--- config.mk ---
export PLATFORM = sky130hd
export DESIGN_NAME = reg_window_file_flat
export DESIGN_NICKNAME = d
export VERILOG_FILES = /design/src/rtl/reg_window_file_pkg.sv /design/src/rtl/reg_window_file_if.sv /design/src/rtl/reg_window_file_window_ctl.sv /design/src/rtl/reg_window_file.sv /design/src/flat_wrapper.sv
export SDC_FILE = /design/constraint.sdc
export NUM_CORES = 2
export LEC_CHECK = 0
export ABC_CLOCK_PERIOD_IN_PS = 4260
export CAP_MARGIN = 10
export CORE_MARGIN = 2
export CORE_UTILIZATION = 58
export DETAILED_ROUTE_END_ITERATION = 10
export PLACE_DENSITY = 0.77
export SYNTH_ARGS = -nofsm -noshare
export SYNTH_HDL_FRONTEND = slang
export SYNTH_SLANG_ARGS = --single-unit
--- constraint.sdc ---
create_clock -name Clk -period 4.26 [get_ports Clk]
set_clock_uncertainty 0.2 [all_clocks]
set_input_delay 0.852 -clock Clk [delete_from_list [all_inputs] [get_ports Clk]]
set_output_delay 0.852 -clock Clk [all_outputs]
set_load 0.01 [all_outputs]
--- src/rtl/reg_window_file_pkg.sv ---
// Shared window-op encodings, register-file region layout and logical->physical address mapping.
// Pure definitions: no latency, no backpressure.
package rwf_pkg;

  localparam logic [1:0] WOP_NONE    = 2'b00;
  localparam logic [1:0] WOP_SAVE    = 2'b01;
  localparam logic [1:0] WOP_RESTORE = 2'b10;

  localparam int unsigned GLOBAL_BASE = 0;
  localparam int unsigned NGLOBALS    = 8;
  localparam int unsigned OUT_OFS     = 0;
  localparam int unsigned LOCAL_OFS   = 8;
  localparam int unsigned WIN_STRIDE  = 16;

  // Ins of window w are the outs of window w+1, wrapping at nwindows.
  function automatic int unsigned phys_index(input int unsigned cwp,
                                             input logic [4:0]  addr,
                                             input int unsigned nwindows);
    int unsigned j;
    int unsigned w;
    int unsigned ofs;
    j   = 32'(addr[2:0]);
    w   = cwp;
    ofs = OUT_OFS;
    case (addr[4:3])
      2'd0:    return GLOBAL_BASE + j;
      2'd1:    ofs = OUT_OFS;
      2'd2:    ofs = LOCAL_OFS;
      default: w = (cwp + 1 == nwindows) ? 0 : cwp + 1;
    endcase
    return NGLOBALS + WIN_STRIDE * w + ofs + j;
  endfunction

endpackage

--- src/rtl/reg_window_file_if.sv ---
// Control-unit <-> register-file bundle: read/write ports, window ops, CWP and traps.
// Reads are combinational, writes/window ops take effect at the next rising edge; no backpressure.
interface reg_window_file_if
  import rwf_pkg::*;
#(
  parameter int WIDTH    = 32,
  parameter int NWINDOWS = 4,
  parameter int CWPW     = (NWINDOWS > 1) ? $clog2(NWINDOWS) : 1
);
  logic [4:0]          rs1;
  logic [4:0]          rs2;
  logic [WIDTH-1:0]    rd_a;
  logic [WIDTH-1:0]    rd_b;
  logic                wr_en;
  logic [4:0]          rd;
  logic [WIDTH-1:0]    wr_data;
  logic [1:0]          win_op;
  logic                cwp_wr_en;
  logic [CWPW-1:0]     cwp_wdata;
  logic [NWINDOWS-1:0] wim;
  logic [CWPW-1:0]     cwp;
  logic                trap_ovf;
  logic                trap_unf;

  modport master (
    output rs1, rs2, wr_en, rd, wr_data, win_op, cwp_wr_en, cwp_wdata, wim,
    input  rd_a, rd_b, cwp, trap_ovf, trap_unf
  );

  modport slave (
    input  rs1, rs2, wr_en, rd, wr_data, win_op, cwp_wr_en, cwp_wdata, wim,
    output rd_a, rd_b, cwp, trap_ovf, trap_unf
  );
endinterface

--- src/rtl/reg_window_file_window_ctl.sv ---
// Current window pointer with modulo SAVE/RESTORE stepping, WIM check and one-cycle trap pulses.
// CWP and traps update one cycle after the op is presented; refused ops never stall.
module rwf_window_ctl
  import rwf_pkg::*;
#(
  parameter int NWINDOWS = 4,
  parameter int CWPW     = (NWINDOWS > 1) ? $clog2(NWINDOWS) : 1
) (
  input  logic                Clk,
  input  logic                Clr,
  input  logic [1:0]          win_op,
  input  logic                cwp_wr_en,
  input  logic [CWPW-1:0]     cwp_wdata,
  input  logic [NWINDOWS-1:0] wim,
  output logic [CWPW-1:0]     cwp,
  output logic                trap_ovf,
  output logic                trap_unf
);
  localparam int unsigned     NW_U = NWINDOWS;
  localparam logic [CWPW-1:0] LAST = CWPW'(NWINDOWS - 1);

  logic [CWPW-1:0] cwp_q, cwp_d;
  logic [CWPW-1:0] cwp_dec, cwp_inc, cwp_load;
  logic            ovf_q, ovf_d;
  logic            unf_q, unf_d;

  // Explicit wrap so non-power-of-two window counts never alias.
  always_comb begin
    cwp_dec  = (cwp_q == '0)   ? LAST : cwp_q - CWPW'(1);
    cwp_inc  = (cwp_q == LAST) ? '0   : cwp_q + CWPW'(1);
    cwp_load = CWPW'(32'(cwp_wdata) % NW_U);
    cwp_d    = cwp_q;
    ovf_d    = 1'b0;
    unf_d    = 1'b0;
    if (cwp_wr_en) begin
      cwp_d = cwp_load;
    end else begin
      case (win_op)
        WOP_SAVE: begin
          if (wim[cwp_dec]) ovf_d = 1'b1;
          else              cwp_d = cwp_dec;
        end
        WOP_RESTORE: begin
          if (wim[cwp_inc]) unf_d = 1'b1;
          else              cwp_d = cwp_inc;
        end
        WOP_NONE: ;
        default: ;
      endcase
    end
  end

  always_ff @(posedge Clk or negedge Clr) begin
    if (!Clr) begin
      cwp_q <= '0;
      ovf_q <= 1'b0;
      unf_q <= 1'b0;
    end else begin
      cwp_q <= cwp_d;
      ovf_q <= ovf_d;
      unf_q <= unf_d;
    end
  end

  assign cwp      = cwp_q;
  assign trap_ovf = ovf_q;
  assign trap_unf = unf_q;
endmodule

--- src/rtl/reg_window_file.sv ---
// Windowed register file: overlapping windows, two combinational read ports, one synchronous write port.
// Reads are zero-latency (optional same-cycle write bypass), writes land at the next edge; no backpressure.
module reg_window_file
  import rwf_pkg::*;
#(
  parameter int WIDTH    = 32,
  parameter int NWINDOWS = 4,
  parameter int CWPW     = (NWINDOWS > 1) ? $clog2(NWINDOWS) : 1,
  parameter int BYPASS   = 1
) (
  input  logic               Clk,
  input  logic               Clr,
  reg_window_file_if.slave   bus
);
  localparam int NREGS = NGLOBALS + WIN_STRIDE * NWINDOWS;
  localparam int PW    = $clog2(NREGS);

  logic [WIDTH-1:0] rf_q [NREGS];
  logic [WIDTH-1:0] rf_d [NREGS];
  logic [PW-1:0]    idx_a, idx_b, idx_w;
  logic [CWPW-1:0]  cwp;
  logic             wr_fire;

  rwf_window_ctl #(
    .NWINDOWS (NWINDOWS),
    .CWPW     (CWPW)
  ) u_window_ctl (
    .Clk       (Clk),
    .Clr       (Clr),
    .win_op    (bus.win_op),
    .cwp_wr_en (bus.cwp_wr_en),
    .cwp_wdata (bus.cwp_wdata),
    .wim       (bus.wim),
    .cwp       (cwp),
    .trap_ovf  (bus.trap_ovf),
    .trap_unf  (bus.trap_unf)
  );

  assign bus.cwp = cwp;

  always_comb begin
    idx_a = PW'(phys_index(32'(cwp), bus.rs1, NWINDOWS));
    idx_b = PW'(phys_index(32'(cwp), bus.rs2, NWINDOWS));
    idx_w = PW'(phys_index(32'(cwp), bus.rd,  NWINDOWS));
  end

  // No write is in flight while clear is held, so nothing to bypass then either.
  assign wr_fire = bus.wr_en && (bus.rd != 5'd0) && Clr;

  always_comb begin
    rf_d = rf_q;
    if (wr_fire) rf_d[idx_w] = bus.wr_data;
  end

  always_ff @(posedge Clk or negedge Clr) begin
    if (!Clr) begin
      for (int i = 0; i < NREGS; i++) rf_q[i] <= '0;
    end else begin
      rf_q <= rf_d;
    end
  end

  always_comb begin
    bus.rd_a = rf_q[idx_a];
    bus.rd_b = rf_q[idx_b];
    if (BYPASS != 0 && wr_fire && idx_a == idx_w) bus.rd_a = bus.wr_data;
    if (BYPASS != 0 && wr_fire && idx_b == idx_w) bus.rd_b = bus.wr_data;
    if (bus.rs1 == 5'd0) bus.rd_a = '0;
    if (bus.rs2 == 5'd0) bus.rd_b = '0;
  end
endmodule

--- src/flat_wrapper.sv ---
// flat-port wrapper written by rule: the top's interface ports become plain ports
module reg_window_file_flat import rwf_pkg::*;
#(
  parameter int WIDTH    = 32,
  parameter int NWINDOWS = 4,
  parameter int CWPW     = (NWINDOWS > 1) ? $clog2(NWINDOWS) : 1,
  parameter int BYPASS   = 1
)
  (Clk, Clr, bus_rs1, bus_rs2, bus_wr_en, bus_rd, bus_wr_data, bus_win_op, bus_cwp_wr_en, bus_cwp_wdata, bus_wim, bus_rd_a, bus_rd_b, bus_cwp, bus_trap_ovf, bus_trap_unf);
  reg_window_file_if #(.WIDTH(WIDTH), .NWINDOWS(NWINDOWS), .CWPW(CWPW)) bus_i ();
  input  logic Clk;
  input  logic Clr;
  input wire logic [$bits(bus_i.rs1)-1:0] bus_rs1;
  input wire logic [$bits(bus_i.rs2)-1:0] bus_rs2;
  input wire logic [$bits(bus_i.wr_en)-1:0] bus_wr_en;
  input wire logic [$bits(bus_i.rd)-1:0] bus_rd;
  input wire logic [$bits(bus_i.wr_data)-1:0] bus_wr_data;
  input wire logic [$bits(bus_i.win_op)-1:0] bus_win_op;
  input wire logic [$bits(bus_i.cwp_wr_en)-1:0] bus_cwp_wr_en;
  input wire logic [$bits(bus_i.cwp_wdata)-1:0] bus_cwp_wdata;
  input wire logic [$bits(bus_i.wim)-1:0] bus_wim;
  output wire logic [$bits(bus_i.rd_a)-1:0] bus_rd_a;
  output wire logic [$bits(bus_i.rd_b)-1:0] bus_rd_b;
  output wire logic [$bits(bus_i.cwp)-1:0] bus_cwp;
  output wire logic [$bits(bus_i.trap_ovf)-1:0] bus_trap_ovf;
  output wire logic [$bits(bus_i.trap_unf)-1:0] bus_trap_unf;
  assign bus_i.rs1 = bus_rs1;
  assign bus_i.rs2 = bus_rs2;
  assign bus_i.wr_en = bus_wr_en;
  assign bus_i.rd = bus_rd;
  assign bus_i.wr_data = bus_wr_data;
  assign bus_i.win_op = bus_win_op;
  assign bus_i.cwp_wr_en = bus_cwp_wr_en;
  assign bus_i.cwp_wdata = bus_cwp_wdata;
  assign bus_i.wim = bus_wim;
  assign bus_rd_a = bus_i.rd_a;
  assign bus_rd_b = bus_i.rd_b;
  assign bus_cwp = bus_i.cwp;
  assign bus_trap_ovf = bus_i.trap_ovf;
  assign bus_trap_unf = bus_i.trap_unf;
  reg_window_file #(.WIDTH(WIDTH), .NWINDOWS(NWINDOWS), .CWPW(CWPW), .BYPASS(BYPASS)) u_core (.Clk(Clk), .Clr(Clr), .bus(bus_i));
endmodule
Word level (Yosys, flattened, before mapping)
Index checks and enable logic that the tools add are counted.
{"block": "word_totals", "wordCells": 172, "reg_bits": 2308}
{"block": "classes", "n_mux": 45, "n_reduce_logical": 17, "n_lt_le_gt_ge": 6, "add_sub_neg": 12, "bitwise": 3, "n_eq_ne": 14}
{"op": "bitwise mux 2304 bit", "n": 1}
{"op": "binary-select mux 32 bit (select 7 bit)", "n": 2}
{"op": "2-to-1 mux 32 bit", "n": 9}
{"op": "demux 32 bit (select 7 bit)", "n": 1}
{"op": "equality test 32 x 3 -> 1 bit (second input constant)", "n": 1}
{"op": ">= comparator 8 bit (second input constant)", "n": 3}
{"op": "inverter 7 -> 8 bit", "n": 3}
{"op": "adder 4 x 7 -> 7 bit (first input constant)", "n": 3}
{"op": "adder 7 x 3 -> 7 bit", "n": 3}
{"op": "adder 7 x 4 -> 7 bit", "n": 3}
{"op": "2-to-1 mux 3 bit", "n": 7}
{"op": "2-to-1 mux 7 bit", "n": 3}
{"op": "equality test 7 bit", "n": 2}
{"op": "2-to-1 mux 4 bit", "n": 3}
{"op": "2-to-1 mux 1 bit", "n": 11}
{"op": "equality test 2 bit (second input constant)", "n": 5}
{"op": "zero test 5 bit", "n": 2}
{"op": "2-to-1 mux 2 bit", "n": 5}
{"op": "OR reduction 3 bit", "n": 3}
{"op": "equality test 2 x 1 -> 1 bit (second input constant)", "n": 4}
{"op": "zero test 2 bit", "n": 4}
{"op": "less-than comparator 8 x 1 -> 1 bit (second input constant)", "n": 1}
{"op": "less-than comparator 2 x 3 -> 1 bit (second input constant)", "n": 2}
{"op": "inequality test 3 bit (second input constant)", "n": 2}
{"op": "other kinds (9)", "n": 14}

Depth between registers and ports, before layout
{"block": "depth", "depth_word": 14, "mapped_depth": 15}

Modules after synthesis
From an unflattened synthesis, not the netlist that was laid out.
{"block": "hier_totals", "hier_cells": 8333, "hier_area_um2": 125246.4}
{"module": "reg_window_file", "n_inst": 1, "area_each_um2": 124926.1, "cells_each": 8304}
{"module": "rwf_window_ctl", "n_inst": 1, "area_each_um2": 320.3, "cells_each": 29}

Least setup slack after synthesis
No wires, ideal clock.
{"block": "synth_timing", "path_type": "input-to-output", "from": "in bus_rd[4]", "to": "out bus_rd_b[31]", "slack_ps": -236, "arrival_time_ps": 3444, "cell_stages": 13, "path_buffers": 3, "t_required_ps": 3208, "cell_sequence": "buf_2 > nand2_1 > mux2_2 > ha_1 > clkbuf_1 > xnor2_1 > o22ai_1 > nand3_1 > and4_1 > buf_2 > nor2_2 > nand2_1 > o31ai_1"}
{"block": "synth_between", "elab_chain_cells": 11, "elab_cells_between_ends": 19, "cone_classes": "add/sub (3); eq/ne (3); mux (7); reduce/logical (6)"}
{"element": "from (decl)", "line": "flat_wrapper.sv:16", "rtl": "input wire logic [$bits(bus_i.rd)-1:0] bus_rd;"}
{"element": "equality test 2 x 1 -> 1 bit, or another cell as far along", "line": "reg_window_file_pkg.sv:25", "rtl": "case (addr[4:3])"}
{"element": "OR reduction 3 bit (no line)"}
{"element": "2-to-1 mux 3 bit", "line": "reg_window_file_pkg.sv:25"}
{"element": "adder 4 x 7 -> 7 bit", "line": "reg_window_file_pkg.sv:31", "rtl": "return NGLOBALS + WIN_STRIDE * w + ofs + j;"}
{"element": "adder 7 x 4 -> 7 bit", "line": "reg_window_file_pkg.sv:31"}
{"element": "adder 7 x 3 -> 7 bit", "line": "reg_window_file_pkg.sv:31"}
{"element": "2-to-1 mux 7 bit", "line": "reg_window_file_pkg.sv:31"}
{"element": "equality test 7 bit", "line": "reg_window_file.sv:67", "rtl": "if (BYPASS != 0 && wr_fire && idx_b == idx_w) bus.rd_b = bus.wr_data;"}
{"element": "logical AND 1 bit (*)", "line": "reg_window_file.sv:67"}
{"element": "2-to-1 mux 32 bit (*)", "line": "reg_window_file.sv:67"}
{"element": "2-to-1 mux 32 bit (*)", "line": "reg_window_file.sv:69", "rtl": "if (bus.rs2 == 5'd0) bus.rd_b = '0;"}
{"element": "to (decl)", "line": "flat_wrapper.sv:23", "rtl": "output wire logic [$bits(bus_i.rd_b)-1:0] bus_rd_b;"}
Mark *: on every way between the ends. The rest lies on a longest branch, timed or not.

Worst setup path after layout
{"block": "layout_timing", "from": "reg u_core.u_window_ctl.cwp_q[0], in the netlist u_core.u_window_ctl.cwp[0]", "to": "out bus_rd_b[9]"}
{"block": "layout_between", "elab_chain_cells": 14, "elab_cells_between_ends": 21, "cone_classes": "add/sub (7); eq/ne (2); mux (10); bitwise (1); reduce/logical (1)"}
{"element": "from (decl)", "line": "reg_window_file_window_ctl.sv:22", "rtl": "logic [CWPW-1:0] cwp_q, cwp_d;"}
{"element": "from (signal assigned)", "line": "reg_window_file_window_ctl.sv:59", "rtl": "cwp_q <= cwp_d;"}
{"element": "adder 2 x 1 -> 3 bit", "line": "reg_window_file_pkg.sv:29", "rtl": "default: w = (cwp + 1 == nwindows) ? 0 : cwp + 1;"}
{"element": "equality test 32 x 3 -> 1 bit", "line": "reg_window_file_pkg.sv:29"}
{"element": "2-to-1 mux 3 bit", "line": "reg_window_file_pkg.sv:29"}
{"element": "2-to-1 mux 3 bit", "line": "reg_window_file_pkg.sv:25"}
{"element": "adder 4 x 7 -> 7 bit", "line": "reg_window_file_pkg.sv:31"}
{"element": "adder 7 x 4 -> 7 bit", "line": "reg_window_file_pkg.sv:31"}
{"element": "adder 7 x 3 -> 7 bit", "line": "reg_window_file_pkg.sv:31"}
{"element": "2-to-1 mux 7 bit", "line": "reg_window_file_pkg.sv:31"}
{"element": "inverter 7 -> 8 bit (implied by the code)", "line": "reg_window_file.sv:65", "rtl": "bus.rd_b = rf_q[idx_b];"}
{"element": "binary-select mux 32 bit (select 7 bit)", "line": "reg_window_file.sv:65"}
{"element": "2-to-1 mux 32 bit (implied by the code) (2 in series)", "line": "reg_window_file.sv:65"}
{"element": "2-to-1 mux 32 bit (*)", "line": "reg_window_file.sv:67"}
{"element": "2-to-1 mux 32 bit (*)", "line": "reg_window_file.sv:69"}
Mark *: on every way between the ends. The rest lies on a longest branch, timed or not. The select of a mux whose other input is x is not followed.

==> metrics <==
leak pwr 67.8 nW; CP Capture Type primary output; mean post-synth cell area 15.8 um^2; Filler Cell Count 13900; crit path cell chain buf_6 -> buf_12 -> nor2_4 -> mux2_4 -> ha_4 -> xnor2_2 -> o22ai_2 -> buf_6 -> nand3_4 -> buf_6 -> nand4_1 -> buf_6 -> nand2_4 -> buf_6 -> a211o_1 -> a31oi_4 -> buf_2; Slowest-stage cell, CP dfrtp_1; number of flops mapped to enable cells by yosys 0; initial antenna violation count 13; pwr/cell area 467 nW/um^2; Post-Synth Adder-Cell Area 0.000300; RSZ-0062 raised after global routing true; Die ar. 219000 um^2; yosys warns 0; WL/cell 39.6 um; vias in the first global route 88500; status finished, violations left; Hold Vio Cnt, Final 0; max_cap viols 0; simple-gate share of the synthesized area 0.0150; min cycle time layout 5.08 ns; Die Height 468 um; largest net degree at the start of global routing 180; Design Area, Final 148000 um^2; worst ir drop on vdd 0.565 mV; clock-pin slew on the worst setup and hold paths 0.06 ns; total grt overflow 0; largest family of logic cells by synthesized area multiplexers; CTS tree built; num ports 127; Synth top area share 0.462; worst slack, placed -1.56 ns; Starting Density 0.583; Post-Synth XOR/XNOR Area 0.00112; Compound-Gate Fraction of Synth Area 0.0224; min-delay worst type primary input to register; setup ws final -0.817 ns; H-tree levels 4; # rows 170; final critical-path share of the clock period 1.19; DP Area 138000 um^2; failing checks setup timing; cts bufs inserted 238; DRT iter0 DRCs 11900; Post-Syn Nets 7991; first-pass GRT wire length 654000 um; Critical Path RT 3.21 ns; total number of vias 85800; clk root buf clkbuf_16; setup violators final 64; Synth cell types 71; Final ANT Viol Nets 0; DP Cell Count 11100; HPWL after DPL 302000 um; cell repeated most along the worst path buf_6; flops & latches, synth 2308; crit-path max cell delay 0.40 ns; multiplexer share of the synthesized area 0.463; asr flop ratio synth 1.00; top post-synthesis cells by area dfrtp_1 46%, mux4_2 23%, mux2_2 21%; fin. max-slew vios 0; Clk Latency, worst-skew pair 0.93 ns; Most used DFF post-synth dfrtp_1; Syn Inst Count 7929; final layout net count 8582; overall routing resource usage 0.422; Die W 468 um; Post-Syn Area 125000 um^2; Port Buffers 126; GP Congestion 0.979; FMAX 197 MHz; # DRC 0; clk sink count 2308; drt via density 7.42; layout cell share with drive strength beyond 1 0.630; first drt pass iteration count 6; largest area contributor in the netlist dfrtp_1; crit start category register; Clock Path Buffers 3; Finished Layout Cells 11600; crit path DAT 4.02 ns; CP max FO 4; Slew @ Worst Pin 1.21 ns; Post-Route WL 457000 um; Syn-to-layout area delta 18.2%; hold_ws 0.170 ns; Setup CP Type register to primary output; Core ar. 214000 um^2; Worst slew margin 0.187; sequential share of the synthesized area 0.462
[state kept, by name, indices dropped and copies added (netlist names)]
name / cells
u_core.rf_q: 2304
u_core.u_window_ctl.cwp: 2
u_core.u_window_ctl.trap_ovf: 1
u_core.u_window_ctl.trap_unf: 1
[layout make-up]
cell class / count / area [um^2] / share of cell area
Multi-Input combinational cell: 4724 / 64600 / 0.437
Sequential cell: 2308 / 57800 / 0.391
Timing Repair Buffer: 1242 / 14000 / 0.0946
Clock buffer: 363 / 7090 / 0.0479
Tap cell: 2838 / 3550 / 0.0240
Clock inverter: 71 / 852 / 0.00576
Inverter: 6 / 27.5 / 0.000186
Antenna cell: 6 / 15.0 / 0.000102
[final timing paths]
path	from	to	cells past startpoint	slack, ns
worst max-delay path	u_core.u_window_ctl.cwp[0]$_DFFE_PN0P_	bus_rd_b[9]	17	-0.82
worst min-delay path	bus_wr_data[24]	u_core.rf_q[248]$_DFFE_PN0P_	2	0.17
worst max register to register	u_core.u_window_ctl.cwp[0]$_DFFE_PN0P_	u_core.rf_q[136]$_DFFE_PN0P_	15	0.64
worst min register to register	u_core.rf_q[163]$_DFFE_PN0P_	u_core.rf_q[163]$_DFFE_PN0P_	1	0.32
max in group asynchronous	Clr	u_core.rf_q[2036]$_DFFE_PN0P_	6	0.53
min in group asynchronous	Clr	u_core.rf_q[1138]$_DFFE_PN0P_	3	0.51
[worst max-delay path, delay by kind of cell, from the launching register on]
| kind | cells | cell delay (ns) |
|---|---|---|
| simple gates | 4 | 0.49 |
| mux | 1 | 0.21 |
| flops | 1 | 0.40 |
| xor+xnor | 1 | 0.07 |
| compound gates | 3 | 0.71 |
| buf+inv | 7 | 1.05 |
| fa+ha+maj | 1 | 0.16 |
[layer usage]
layer,vias to the layer above,wire [um],track usage
met5,-,247,0.00455
met4,17,42800,0.319
met3,1715,56800,0.151
met2,6025,197000,0.596
met1,45900,160000,0.537
li1,32200,-,-
[synthesized netlist by cell type (12+ instances only)]
cell,number
nand2_1,116
dfrtp_1,2308
nor2_1,82
and3_1,12
clkbuf_1,365
a21oi_1,84
nor3_1,29
a22oi_1,26
o211ai_1,36
o22ai_1,27
mux4_2,1294
nor2b_1,33
mux2i_1,231
a211oi_1,38
buf_6,32
nand3_1,75
buf_2,372
a221oi_1,21
a31oi_1,32
buf_4,88
mux2_2,2351
o21ai_0,97
buf_1,27
[report_power, final]
part	leakage, nW	total (mW)	internal (mW)	switching [mW]
Combinational	32.3	18.7	10.1	8.62
Sequential	31.6	28.9	25.8	3.05
Clock	3.91	21.4	12.2	9.28
Total	67.8	69.0	48.1	20.9
[repair_timing]
item                                   CTS  global route
setup endpoints to repair               64            64
resized for setup                      535            99
buffers inserted                        61            21
endpoints found under the hold margin    5             0
gates cloned                             9             0
pin swaps                               81            50
hold buffers                             1             0
[layout by cell type, fill, tap and decap left out, types with 10 or more instances in the layout]
master           count
buf_12             350
a211oi_1            36
o22ai_1             20
a221oi_1            20
nand2_1             67
o21ai_1             15
o21ai_2             27
buf_8               12
o211ai_1            36
buf_4              712
nor3_1              16
a21oi_1             56
bufinv_16           12
clkdlybuf4s50_1     20
nand2_2             14
nor2_1              31
nor2_4              46
a21oi_4             10
nor2b_1             31
buf_6               57
clkbuf_1            62
clkinv_2            38
mux4_2            1294
a22oi_1             26
a31oi_1             26
mux2_2            2349
nand2_4             35
dfrtp_1           2308
clkbuf_16          241
nand3_1             58
clkbuf_8            62
buf_2               80
mux2i_1            230
a21oi_2             18
o21ai_0             56
[metrics by stage]
step | power (mW) | util | setup TNS [ns]
floorplan | 38.4 | - | -0.0161
global placement | 45.6 | 0.644 | -71.43
detailed placement | 46.4 | 0.644 | -75.74
CTS | 68.2 | 0.688 | -43.90
global route | 71.0 | 0.690 | -47.01
finish | 69.0 | 0.690 | -43.15
[kinds of logic after synthesis]
group,count (synthesis)
DFF,2308
AOI/OAI and AO/OA,432
buffers and inverters,897
and+or+nand+nor,394
muxes,3879
xor gates and xnor gates,16
adders and majority gates,3
Note: power is estimated with default switching activity, not from simulation.
